--- config.mk ---
export PLATFORM = sky130hd
export DESIGN_NAME = vga_timing_gen
export DESIGN_NICKNAME = d
export VERILOG_FILES = /design/src/rtl/vga_pkg.sv /design/src/rtl/vga_delay_line.sv /design/src/rtl/vga_timing_gen.sv
export SDC_FILE = /design/constraint.sdc
export NUM_CORES = 1
export LEC_CHECK = 0
export CAP_MARGIN = 5
export CORE_MARGIN = 3
export CORE_UTILIZATION = 56
export CTS_CLUSTER_SIZE = 30
export DETAILED_ROUTE_END_ITERATION = 12
export GPL_TIMING_DRIVEN = 0
export PLACE_DENSITY = 0.88
export SLEW_MARGIN = 20
export SYNTH_ARGS = -nofsm -noshare
export SYNTH_HDL_FRONTEND = slang
export SYNTH_SLANG_ARGS = --single-unit
--- constraint.sdc ---
create_clock -name clk -period 5.6 [get_ports clk]
set_clock_uncertainty 0.2 [all_clocks]
set_input_delay 1.12 -clock clk [delete_from_list [all_inputs] [get_ports clk]]
set_output_delay 1.12 -clock clk [all_outputs]
set_load 0.03 [all_outputs]
--- src/rtl/vga_pkg.sv ---
// Shared VGA timing package: FSM state encoding and 640x480@60 default timing.
package vga_pkg;

  typedef enum logic [1:0] {
    StIdle,
    StRun,
    StDrain
  } vga_state_e;

  localparam int unsigned DefHActive = 640;
  localparam int unsigned DefHFp     = 16;
  localparam int unsigned DefHSync   = 96;
  localparam int unsigned DefHBp     = 48;
  localparam int unsigned DefVActive = 480;
  localparam int unsigned DefVFp     = 10;
  localparam int unsigned DefVSync   = 2;
  localparam int unsigned DefVBp     = 33;
  localparam int unsigned DefCw      = 12;

endpackage

--- src/rtl/vga_delay_line.sv ---
// Fixed-latency register pipeline with an asynchronous reset value; N=0 is a wire.
module vga_delay_line #(
  parameter int unsigned W = 1,
  parameter int unsigned N = 0
) (
  input  logic         clk_i,
  input  logic         rst_ni,
  input  logic [W-1:0] rst_val_i,
  input  logic [W-1:0] d_i,
  output logic [W-1:0] q_o
);

  if (N == 0) begin : gen_pass
    logic unused_pass;
    assign unused_pass = ^{clk_i, rst_ni, rst_val_i};
    assign q_o = d_i;
  end else begin : gen_pipe
    logic [W-1:0] stage_q [N];

    // Shift every clock; reset loads the idle pattern into every stage.
    always_ff @(posedge clk_i or negedge rst_ni) begin
      if (!rst_ni) begin
        for (int unsigned i = 0; i < N; i++) begin
          stage_q[i] <= rst_val_i;
        end
      end else begin
        stage_q[0] <= d_i;
        for (int unsigned i = 1; i < N; i++) begin
          stage_q[i] <= stage_q[i-1];
        end
      end
    end

    assign q_o = stage_q[N-1];
  end

endmodule

--- src/rtl/vga_timing_gen.sv ---
// VGA raster timing generator with run/drain control and optional output delay.
module vga_timing_gen
  import vga_pkg::*;
#(
  parameter int unsigned H_ACTIVE = DefHActive,
  parameter int unsigned H_FP     = DefHFp,
  parameter int unsigned H_SYNC   = DefHSync,
  parameter int unsigned H_BP     = DefHBp,
  parameter int unsigned V_ACTIVE = DefVActive,
  parameter int unsigned V_FP     = DefVFp,
  parameter int unsigned V_SYNC   = DefVSync,
  parameter int unsigned V_BP     = DefVBp,
  parameter bit          HS_POL   = 1'b0,
  parameter bit          VS_POL   = 1'b0,
  parameter int unsigned CW       = DefCw,
  parameter int unsigned PIPE_DLY = 0
) (
  input  logic          clk,
  input  logic          rst_n,
  input  logic          pix_ce,
  input  logic          run,
  output logic          hsync,
  output logic          vsync,
  output logic          de,
  output logic [CW-1:0] pixel_x,
  output logic [CW-1:0] pixel_y,
  output logic          line_start,
  output logic          frame_start,
  output logic          frame_done,
  output logic          busy
);

  localparam int unsigned H_TOT = H_ACTIVE + H_FP + H_SYNC + H_BP;
  localparam int unsigned V_TOT = V_ACTIVE + V_FP + V_SYNC + V_BP;
  localparam int unsigned OW    = 2 * CW + 6;

  if ((64'(H_TOT) > (64'd1 << CW)) || (64'(V_TOT) > (64'd1 << CW))) begin : gen_bad_size
    $fatal(1, "vga_timing_gen: H_TOT/V_TOT do not fit in CW bits");
  end
  if ((H_FP == 0) || (H_SYNC == 0) || (H_BP == 0) ||
      (V_FP == 0) || (V_SYNC == 0) || (V_BP == 0)) begin : gen_bad_porch
    $fatal(1, "vga_timing_gen: porch and sync widths must be non-zero");
  end
  if (PIPE_DLY > 15) begin : gen_bad_dly
    $fatal(1, "vga_timing_gen: PIPE_DLY must be 0..15");
  end

  localparam logic [CW-1:0] HLast    = CW'(H_TOT - 1);
  localparam logic [CW-1:0] VLast    = CW'(V_TOT - 1);
  localparam logic [CW-1:0] HActEnd  = CW'(H_ACTIVE);
  localparam logic [CW-1:0] VActEnd  = CW'(V_ACTIVE);
  localparam logic [CW-1:0] HSyncBeg = CW'(H_ACTIVE + H_FP);
  localparam logic [CW-1:0] HSyncEnd = CW'(H_ACTIVE + H_FP + H_SYNC);
  localparam logic [CW-1:0] VSyncBeg = CW'(V_ACTIVE + V_FP);
  localparam logic [CW-1:0] VSyncEnd = CW'(V_ACTIVE + V_FP + V_SYNC);

  vga_state_e    state_q, state_d;
  logic [CW-1:0] x_q, x_d, y_q, y_d;
  logic [CW-1:0] px_q, px_d, py_q, py_d;
  logic          de_q, de_d, hs_q, hs_d, vs_q, vs_d;
  logic          ls_q, ls_d, fs_q, fs_d, fd_q, fd_d;
  logic          step, last;

  assign step = pix_ce && (state_q != StIdle);
  assign last = (x_q == HLast) && (y_q == VLast);

  // Next state: run gates scanning, a dropped run only stops at the end of a frame.
  always_comb begin
    state_d = state_q;
    unique case (state_q)
      StIdle: begin
        if (run) state_d = StRun;
      end
      StRun: begin
        if (!run) state_d = (step && last) ? StIdle : StDrain;
      end
      StDrain: begin
        if (run) begin
          state_d = StRun;
        end else if (step && last) begin
          state_d = StIdle;
        end
      end
      default: state_d = StIdle;
    endcase
  end

  // Position advance and registered outputs; the current position is presented
  // on the pix_ce cycle that moves past it, so outputs and position stay aligned.
  always_comb begin
    x_d  = x_q;
    y_d  = y_q;
    px_d = px_q;
    py_d = py_q;
    de_d = de_q;
    hs_d = hs_q;
    vs_d = vs_q;
    ls_d = 1'b0;
    fs_d = 1'b0;
    fd_d = 1'b0;
    if (state_q == StIdle) begin
      x_d  = '0;
      y_d  = '0;
      px_d = '0;
      py_d = '0;
      de_d = 1'b0;
      hs_d = ~HS_POL;
      vs_d = ~VS_POL;
    end else if (step) begin
      px_d = x_q;
      py_d = y_q;
      de_d = (x_q < HActEnd) && (y_q < VActEnd);
      hs_d = ((x_q >= HSyncBeg) && (x_q < HSyncEnd)) ? HS_POL : ~HS_POL;
      vs_d = ((y_q >= VSyncBeg) && (y_q < VSyncEnd)) ? VS_POL : ~VS_POL;
      ls_d = (x_q == '0);
      fs_d = (x_q == '0) && (y_q == '0);
      fd_d = last;
      if (x_q == HLast) begin
        x_d = '0;
        y_d = (y_q == VLast) ? '0 : y_q + CW'(1);
      end else begin
        x_d = x_q + CW'(1);
      end
    end
  end

  // State, position and output registers.
  always_ff @(posedge clk or negedge rst_n) begin
    if (!rst_n) begin
      state_q <= StIdle;
      x_q     <= '0;
      y_q     <= '0;
      px_q    <= '0;
      py_q    <= '0;
      de_q    <= 1'b0;
      hs_q    <= ~HS_POL;
      vs_q    <= ~VS_POL;
      ls_q    <= 1'b0;
      fs_q    <= 1'b0;
      fd_q    <= 1'b0;
    end else begin
      state_q <= state_d;
      x_q     <= x_d;
      y_q     <= y_d;
      px_q    <= px_d;
      py_q    <= py_d;
      de_q    <= de_d;
      hs_q    <= hs_d;
      vs_q    <= vs_d;
      ls_q    <= ls_d;
      fs_q    <= fs_d;
      fd_q    <= fd_d;
    end
  end

  logic [OW-1:0] pre_w, post_w, idle_w;

  assign pre_w  = {de_q, hs_q, vs_q, ls_q, fs_q, fd_q, px_q, py_q};
  assign idle_w = {1'b0, ~HS_POL, ~VS_POL, 3'b000, {CW{1'b0}}, {CW{1'b0}}};

  vga_delay_line #(
    .W(OW),
    .N(PIPE_DLY)
  ) u_dly (
    .clk_i    (clk),
    .rst_ni   (rst_n),
    .rst_val_i(idle_w),
    .d_i      (pre_w),
    .q_o      (post_w)
  );

  assign {de, hsync, vsync, line_start, frame_start, frame_done, pixel_x, pixel_y} = post_w;
  assign busy = (state_q != StIdle);

endmodule

# Word-level counts from Yosys, hierarchy flattened
# Index checks and enable logic that the tools add are counted.
dict set report op_classes {
  addsub 2
  muxes 31
  magnitude_cmp 6
  n_eq_ne 7
  n_reduce_logical 15
}
# cell count
set op_table {}
lappend op_table {{12-bit 2-to-1 mux} 11}
lappend op_table {{12-bit by 1-bit adder with 12-bit output, second input constant} 2}
lappend op_table {{12-bit by 10-bit == test with 1-bit output, second input constant} 2}
lappend op_table {{12-bit zero test} 2}
lappend op_table {{12-bit by 10-bit < comparator with 1-bit output, second input constant} 2}
lappend op_table {{12-bit by 9-bit < comparator with 1-bit output, second input constant} 2}
lappend op_table {{1-bit 2-to-1 mux} 14}
lappend op_table {{12-bit by 10-bit >= comparator with 1-bit output, second input constant} 1}
lappend op_table {{12-bit by 9-bit >= comparator with 1-bit output, second input constant} 1}
lappend op_table {{2-bit 2-to-1 mux} 5}
lappend op_table {{1-bit logical AND} 7}
lappend op_table {{2-bit case mux with 3 select lines} 1}
lappend op_table {{2-bit nonzero test} 3}
lappend op_table {{2-bit inequality test, second input constant} 2}
lappend op_table {{3-bit inequality test, second input constant} 1}
lappend op_table {{3-bit AND reduction} 1}
lappend op_table {{2-bit by 1-bit == test with 1-bit output, second input constant} 1}
lappend op_table {{2-bit == test, second input constant} 1}
lappend op_table {{2-bit zero test} 1}
lappend op_table {{2-bit AND reduction} 1}
dict set report totals {
  wordCells 72
  register_bits 56
  inputBits 4
  output_inout_bits 31
}

# Logic depth before layout (Yosys ltp)
# Gate-level depths: netlist of run 1.
dict set report depth {
  word_depth 6
  depth_mapped 7
  ltp_nobuf 6
}

# By module
# Synthesis of run 1 repeated with hierarchy kept, for this count alone.
dict set report hier_totals {
  hier_cells 302
  hier_area_um2 2956.6
}
# module seq_area_each_um2 instances area_each_um2 cells_per_inst
set by_module_without_submodules {}
lappend by_module_without_submodules {vga_timing_gen 1403.8 1 2731.4 272}
lappend by_module_without_submodules {vga_delay_line 0.0 1 225.2 30}

# Least setup slack after synthesis of run 1
# No wires, ideal clock.
dict set report synth_timing {
  kind {input port to flip-flop}
  startpoint {input port pix_ce}
  endpoint {register x_q[10]}
  cell_stages 5
  path_buffers 1
  t_required_ps 5322
  arrival_time_ps 2376
  setup_time_ps 78
  path_slack_ps 2946
  cell_sequence {buf_2 -> o21ba_2 -> or4b_4 -> or3_1 -> a21oi_1}
}
dict set report synth_between {
  elab_chain_len 2
}
# element line_no
set synth_rtl {}
lappend synth_rtl {{from (decl)} vga_timing_gen.sv:20} ;# input logic pix_ce,
lappend synth_rtl {{1-bit logical AND} vga_timing_gen.sv:64} ;# assign step = pix_ce && (state_q != StIdle);
lappend synth_rtl {{2-bit nonzero test (no line)} -}
lappend synth_rtl {{to (signal assigned)} vga_timing_gen.sv:131} ;# x_q <= '0;
lappend synth_rtl {{to (signal assigned)} vga_timing_gen.sv:143} ;# x_q <= x_d;
lappend synth_rtl {{to (decl)} vga_timing_gen.sv:58} ;# logic [CW-1:0] x_q, x_d, y_q, y_d;
# No other way between the ends.
# A chain may end at the register's enable or synchronous reset.

# Final worst setup path of run 1
dict set report layout_timing {
  startpoint {register state_q[1]}
  endpoint {output port busy}
}
dict set report layout_between {
  elab_chain_len 1
}
# element line_no
set layout_rtl {}
lappend layout_rtl {{from (decl)} vga_timing_gen.sv:57} ;# vga_state_e state_q, state_d;
lappend layout_rtl {{from (signal assigned)} vga_timing_gen.sv:130} ;# state_q <= StIdle;
lappend layout_rtl {{from (signal assigned)} vga_timing_gen.sv:142} ;# state_q <= state_d;
lappend layout_rtl {{2-bit nonzero test} vga_timing_gen.sv:173} ;# assign busy = (state_q != StIdle);
lappend layout_rtl {{to (decl)} vga_timing_gen.sv:30} ;# output logic busy
# No other way between the ends.

==> run metrics, run 1 <==
Pwr Density=246.0 mW/mm^2; Routed WL=6.407 mm; ant diodes=0; clk_lat worst skew=310 ps; Post-CTS Resized=0; Post-CTS Setup Bufs=0; Synth Area per Inst=9.834 um^2; Distinct cells, synth=43; max incr delay on CP=670 ps; Post-Place Worst Slack=2380 ps; max cap viols=0; Vias=2318; final hold vios=0; outcome=complete, no violations; worst hold path type=reg2reg; I/O pins=35; number of iterations in the first detailed-routing pass=4; fin. max-slew vios=0; post-synth top area share=0.4821; CTS H-Tree Depth=2; Root Buffer=clkbuf_8; CTS tree=yes; YS warnings=0; CP Capture Type=primary output; Tot GR Track Use=0.2349; Post-synth EDFFs=0; highest clock rate=279.8 MHz; placed inst area=0.003214 mm^2; measured slew at the worst slew-check pin=737.0 ps; Final WS setup=2026 ps; layout cell share with drive strength beyond 1=0.06135; P_leak=0.001427 uW; startpoint types=flip-flop; Min Clock Period, post-route=3574 ps; RSZ-0062 raised after global routing=false; die height=76.75 um; final period utilization=0.6382; vias per cell=5.898; synth-to-layout area growth=18.53%; chip width=76.75 um; Design Area, Final=0.003322 mm^2; FP Rows=25; TritonCTS buffer count=5; number of remaining DRC errors=0; drt first-iter violations=280; initial core utilization=0.5856; first-pass GRT wire length=11.28 mm; vias in the first global route=2311; CORE AREA=0.004786 mm^2; top post-synthesis cells by count=54 x dfrtp_1, 42 x nor2_1, 25 x mux2i_1; count leader, synth=dfrtp_1; Synth area leader=dfrtp_1; WL/cell=16.30 um; largest net degree at the start of global routing=57; Worst path top cell family by delay=buffers and inverters; deepest clock path buffer count=2; Primary FF master, synth=dfrtp_1; top post-synthesis cells by area=dfrtp_1 48%, mux2i_1 8.9%, nor2_1 5.6%; sequential share of the synthesized area=0.5009; Max IR drop VDD=0.0001617 V; Antenna Violating Nets Remaining=0; Synth Cell Area=0.002803 mm^2; setup violators final=0; Buffers on Ports=33; nets@finish=333; WS Path Type=reg2out; clock sink count=56; post-synth net total=293; Cells after Synth=285; Worst-path clk slew=90 ps; Util after Layout=0.6941; Seq cells post-synth=56; WP data arrival=2250 ps; critical-path maximum fanout=10; Slowest-stage cell, CP=clkdlybuf4s50_1; worst path required time=4280 ps; Setup TNS=0 ps; grt total ovfl=0; hpwl dp=4.462 mm; CP bufs+invs=3; critical-path cell list=nor2_1 -> inv_2 -> clkbuf_1 -> clkdlybuf4s50_1; hold buffer count at cts=0; Slew headroom=0.5086; initial antenna violation count=0; async set-or-reset flop fraction in the synthesized netlist=1.000; global placement routability congestion=0.9152; total die area=0.005890 mm^2
## logic make-up (layout without fill, tap and decap cells)
| logic type | Yosys count | count (layout) | synth area share |
|---|---|---|---|
| AND/OR/NAND/NOR | 125 | 125 | 0.2339 |
| buffers and inverters | 26 | 67 | 0.03883 |
| XOR/XNOR | 9 | 9 | 0.02812 |
| multiplexers | 25 | 25 | 0.08929 |
| AO/OA/AOI/OAI | 40 | 40 | 0.09107 |
| flip-flops | 56 | 56 | 0.5009 |
| adder cells (fa/ha/maj) | 4 | 4 | 0.01786 |
## per-layer routing
metal | share of wire | track usage | routed length (um) | vias to the layer above
li1 | - | - | - | 1101
met1 | 0.46 | 0.3439 | 2965 | 1128
met2 | 0.47 | 0.3589 | 2986 | 85
met3 | 0.063 | 0.05047 | 402 | 4
met4 | 0.0083 | 0.05435 | 53 | 0
met5 | 0 | 0 | 0 | -
## final cells by class
class | count | area [um^2]
Sequential cell | 56 | 1404
Clock buffer | 6 | 72.57
Multi-Input combinational cell | 203 | 1290
Inverter | 7 | 26.28
Fill cell | 391 | 1464
Timing Repair Buffer | 33 | 327.8
Buffer | 19 | 82.58
Tap cell | 67 | 83.83
Clock inverter | 2 | 35.03
## placed cells by master, fill, tap and decap left out, types with 3 or more instances in the layout
master,instances
dfrtp_1,54
inv_1,6
nor3_1,14
nor2_1,42
a21oi_1,8
a31oi_1,5
xnor2_1,5
a311oi_1,3
ha_1,4
nand3_1,14
clkdlybuf4s50_1,32
nor4_1,5
nand2_1,16
buf_2,3
xor2_1,4
o21ai_0,4
clkbuf_8,5
a41oi_1,5
and3_1,3
mux2i_1,25
clkbuf_1,16
and2_1,3
nand4_1,11
o21ai_1,9
## worst paths after layout
path / start / to / slack (ps) / cells past startpoint
setup / recovery: state_q[1] / busy / 2030 / 4
max in group asynchronous: rst_n / py_q[0] / 4090 / 1
setup reg to reg: y_q[0] / y_q[11] / 3120 / 7
hold / removal: py_q[0] / py_q[0] / 320 / 2
hold reg to reg: py_q[0] / py_q[0] / 320 / 2
min in group asynchronous: rst_n / y_q[0] / 630 / 1
## worst reg2reg max path, delay by kind of cell, from the launching register on
kind / cells / cell delay [ps]
simple gates: 2 / 800
flops: 1 / 470
buf+inv: 2 / 440
compound gates: 2 / 300
fa+ha+maj: 1 / 160
## per-stage QoR
stage | hold WS, ps | power [uW] | instances
after global routing | 357.9 | 856.1 | 393
after CTS | 331.4 | 824.8 | 393
final | 323.4 | 817.2 | 393
after floorplan | 296.4 | 517.6 | 285
after detailed placement | 310.0 | 567.0 | 385
after global placement | 301.0 | 563.6 | 385
## flip-flops by register name, summed over array words and instances, names as in the netlist
name	flops
fs_q	1
ls_q	1
y_q	12
vs_q	1
de_q	1
x_q	12
py_q	12
hs_q	1
state_q	2
fd_q	1
px_q	12
## report_power, final
group	internal, uW	switching, uW
Combinational	42.7	87.1
Sequential	419	10.8
Clock	133	124
Total	595	222
Power figures use the tool's default switching activity.
==> run 2, diff against run 1 <==
CORE_UTILIZATION = 55   (was 56)
PLACE_DENSITY = 0.87   (was 0.88)
clock period = 3.6 ns   (was 5.6 ns; I/O delays follow)
==> run 2 against run 1 <==
Against the previous run:
- global-route usage decreased by 1.0 points
- non-clock buffer count stayed put
- final area shrank 0.53%
- die area rose by 1.7%
- critical path depth stayed put
- sequential cell count did not move
- power grew 49%
- sequential share of layout area up 0.22 points
- clock-buffer cell count grew 2
- register-to-register slack worse by 2000 ps
- utilization decreased by 0.81 points
- clock power is 36% higher
- critical path type unchanged
- largest power group unchanged
==> run metrics, run 2 (synthesis gave the netlist of run 1 again) <==
Placed Cells=385; clk_lat worst skew=310 ps; WS Path Type=reg2out; setup violators final=0; largest net degree at the start of global routing=57; FF-to-FF Start=y_q[1]; chip width=77.39 um; synth-to-layout area growth=17.90%; final period utilization=0.8898; worst reg-to-reg setup slack=1120 ps; Root Buffer=clkbuf_8; vias in the first global route=2165; worst hold path type=in2async; outcome=complete, no violations; Antenna Violating Nets Remaining=0; final hold vios=0; Min Clock Period, post-route=3203 ps; deepest clock path buffer count=2; Pwr Density=369.2 mW/mm^2; nets@finish=333; Logic pwr share=0.165; WL/cell=15.97 um; hold buffer count at cts=0; Post-CTS Setup Bufs=0; vias per cell=5.921; Filler cells=385; most common cell after layout, fill and taps aside=dfrtp_1; global placement routability congestion=0.9114; critical-path cell list=nor2_1 -> inv_2 -> clkbuf_1 -> clkdlybuf4s50_1; Slowest-stage cell, CP=clkdlybuf4s50_1; WP data arrival=2280 ps; max cap viols=0; Psw=344.3 uW; Critical Path Sink=busy; R2R depth=7; highest clock rate=312.2 MHz; most frequent cells in the layout=54 x dfrtp_1, 42 x nor2_1, 32 x clkdlybuf4s50_1, 25 x mux2i_1, 17 x clkbuf_1; Design Area, Final=0.003304 mm^2; Clock Power Share=0.286; FF-to-FF End=y_q[11]; CORE AREA=0.004817 mm^2; first-pass GRT wire length=10.73 mm; grt total ovfl=0; Vias=2327; initial core utilization=0.5818; placed inst area=0.003214 mm^2; drt first-iter violations=233; P_leak=0.001418 uW; Routed WL=6.277 mm; max incr delay on CP=670 ps; RSZ-0062 raised after global routing=false; ant diodes=0; TritonCTS buffer count=5; clock sink count=56; total power=1220 uW; CTS tree=yes; Setup TNS=0 ps; Max IR drop VDD=0.0002777 V; CTS H-Tree Depth=2; number of iterations in the first detailed-routing pass=5; die height=77.39 um; fin. max-slew vios=0; Buffers on Ports=33; layout cell share with drive strength beyond 1=0.05828; P_int=875.7 uW; I/O pins=35; final hold slack=243.8 ps; Post-CTS Resized=0; post-route insts no fill=393; number of remaining DRC errors=0; sequential share of power=0.549; startpoint types=flip-flop; hpwl dp=4.369 mm; critical-path maximum fanout=10; initial antenna violation count=0; Worst-path clk slew=90 ps; measured slew at the worst slew-check pin=724.2 ps; Tot GR Track Use=0.2248; FP Rows=25; Critical Path Source=state_q[1]; total die area=0.005988 mm^2; CP Capture Type=primary output; sw frac=0.2822; worst path required time=2680 ps; Slew headroom=0.5172
run 2: cell count changes in the layout (fill, tap and decap cells not counted):
cell / delta
bufinv_16: -1
clkinv_2: -1
clkbuf_8: +1
clkbuf_1: +1
run 2: worst min path at each step:
stage,to,slack [ps],cells after the start
after CTS,py_q[1],270,1
final,py_q[3],240,1
after global placement,py_q[3],300,2
after detailed placement,py_q[10],310,2
after global routing,px_q[7],290,1
after floorplan,de_q,220,0
run 2: through the flow:
| stage | setup slack, ps | utilization |
|---|---|---|
| floorplan | 1346 | - |
| global placement | -8.735 | 0.6678 |
| detailed placement | 764.3 | 0.6673 |
| CTS | 423.8 | 0.6860 |
| global route | 243.5 | 0.6860 |
| finish | 396.7 | 0.6860 |
run 2: cell type report:
cell class,instances,area (um^2),area share
tap,67,83.83,0.02537
inverter,7,26.28,0.007952
clock buffer,8,90.09,0.02726
timing repair buffer,33,327.8,0.09920
buffer,19,82.58,0.02499
sequential,56,1404,0.4248
multi-input combinational,203,1290,0.3904
run 2: critical path: cells and delay by family, from the launching register on:
family                 cells  cell delay (ps)
AND/OR/NAND/NOR            1              430
flip-flops                 1              460
buffers and inverters      3             1080
run 2: metal layers:
| metal | track usage | vias up | wire length, um | part of all wire |
|---|---|---|---|---|
| li1 | - | 1102 | - | - |
| met1 | 0.3326 | 1117 | 2968 | 0.47 |
| met2 | 0.3230 | 93 | 2860 | 0.46 |
| met3 | 0.04408 | 15 | 309 | 0.049 |
| met4 | 0.09609 | 0 | 138 | 0.022 |
| met5 | 0 | - | 0 | 0 |
run 2: power groups by stage:
stage	Clock, uW	Sequential [uW]	Combinational, uW
after floorplan	0	700	105
after global placement	0	679	199
after detailed placement	0	681	200
after CTS	356	668	201
after global routing	385	672	220
final	349	669	201
==> run 3, diff against run 2 <==
CORE_MARGIN = unset   (was 3)
RECOVER_POWER = 25   (was unset)
==> run 3 against run 2 <==
Against the previous run:
- sequential cell count unchanged
- non-clock buffer count did not move
- critical endpoint unchanged
- largest power group unchanged
- die area decreased by 10%
- fmax shrank 1.5%
- first-iteration DRC count shrank 14%
- final area increased by 0.23%
- worst setup slack got worse by 47 ps
- sequential power about the same
- clock-buffer cell count stayed put
- power increased by 1.5%
- sequential share of layout area shrank 0.096 points
==> run metrics, run 3 (synthesis gave the netlist of run 1 again) <==
Root Buffer=clkbuf_8; post-route insts no fill=393; synth-to-layout area growth=18.17%; WL/cell=16.34 um; max incr delay on CP=670 ps; Max IR drop VDD=0.0003840 V; first-pass GRT wire length=10.89 mm; P_leak=0.001423 uW; Post-CTS Setup Bufs=0; fin. max-slew vios=0; chip width=73.39 um; highest clock rate=307.6 MHz; outcome=complete, no violations; critical-path cell list=nor2_1 -> inv_2 -> clkbuf_1 -> clkdlybuf4s50_1; ant diodes=0; total die area=0.005385 mm^2; vias per cell=5.962; Vias=2343; Antenna Violating Nets Remaining=0; critical-path maximum fanout=10; Buffers on Ports=33; hold buffer count at cts=0; Routed WL=6.423 mm; clock sink count=56; FP Rows=25; measured slew at the worst slew-check pin=1342 ps; Placed Cells=385; worst path required time=2680 ps; RSZ-0062 raised after global routing=false; Slew headroom=0.1052; hpwl dp=4.355 mm; Worst-path clk slew=90 ps; CORE AREA=0.004817 mm^2; setup violators final=0; Slowest-stage cell, CP=clkdlybuf4s50_1; startpoint types=flip-flop; final period utilization=0.9030; vias in the first global route=2174; initial core utilization=0.5818; Min Clock Period, post-route=3251 ps; number of remaining DRC errors=0; clk_lat worst skew=310 ps; Seq. cell area=0.001404 mm^2; worst hold path type=reg2reg; Setup TNS=0 ps; deepest clock path buffer count=2; Filler cells=386; Post-CTS Resized=0; WS Path Type=reg2out; I/O pins=35; final hold vios=0; drt first-iter violations=200; most common cell after layout, fill and taps aside=dfrtp_1; largest net degree at the start of global routing=57; most frequent cells in the layout=54 x dfrtp_1, 42 x nor2_1, 32 x clkdlybuf4s50_1, 25 x mux2i_1; CTS H-Tree Depth=2; nets@finish=333; Pwr Density=373.9 mW/mm^2; TritonCTS buffer count=5; grt total ovfl=0; CTS tree=yes; WP data arrival=2330 ps; die height=73.39 um; CP Capture Type=primary output; number of iterations in the first detailed-routing pass=4; layout cell share with drive strength beyond 1=0.06135; max cap viols=0; Tot GR Track Use=0.2680; area of the multi-input gates=0.001290 mm^2; global placement routability congestion=0.9130; initial antenna violation count=0
run 3: metrics by stage:
stage                     hold slack [ps]  area [um^2]  worst slack (ps)    util  power [uW]
final                               323.1         3312             349.3  0.6875        1238
after global routing                333.9         3312             228.0  0.6875        1293
after CTS                           270.8         3314             336.5  0.6881        1247
after detailed placement            310.9         3214             688.9  0.6673       881.0
after global placement              299.8         3217            -25.83  0.6678       876.4
after floorplan                     224.4         2803              1346       -       805.1
run 3: worst paths after layout:
check                            from      end  slack (ps)  cells after the start
max in group asynchronous       rst_n   y_q[1]        1900                      1
hold reg to reg                  vs_q     vs_q         320                      2
setup reg to reg               x_q[9]  y_q[11]        1120                      6
min in group asynchronous       rst_n  px_q[4]         500                      1
hold / removal                   vs_q     vs_q         320                      2
setup / recovery           state_q[1]     busy         350                      4
run 3: final cells by class:
cell class / count / area share
timing repair buffer: 33 / 0.09822
sequential: 56 / 0.4239
inverter: 7 / 0.007934
clock buffer: 8 / 0.03022
buffer: 19 / 0.02493
tap: 67 / 0.02531
multi-input combinational: 203 / 0.3895
run 3: where the power goes:
group	switching, uW	total (uW)	internal (uW)
sequential	15.0	667	652
combinational	135	201	65.6
clock	195	371	176
total	345	1240	894
run 3: worst max-delay path, delay by kind of cell, from the launching register on:
family        cells  cell delay, ps
flops             1             450
buf+inv           3            1090
simple gates      1             470
run 3: metal layers:
metal,global-route usage,up-vias,share of wire
met4,0.07906,0,0.012
met1,0.4031,1154,0.47
li1,-,1097,-
met5,0,-,0
met3,0.04115,9,0.051
met2,0.4023,83,0.46
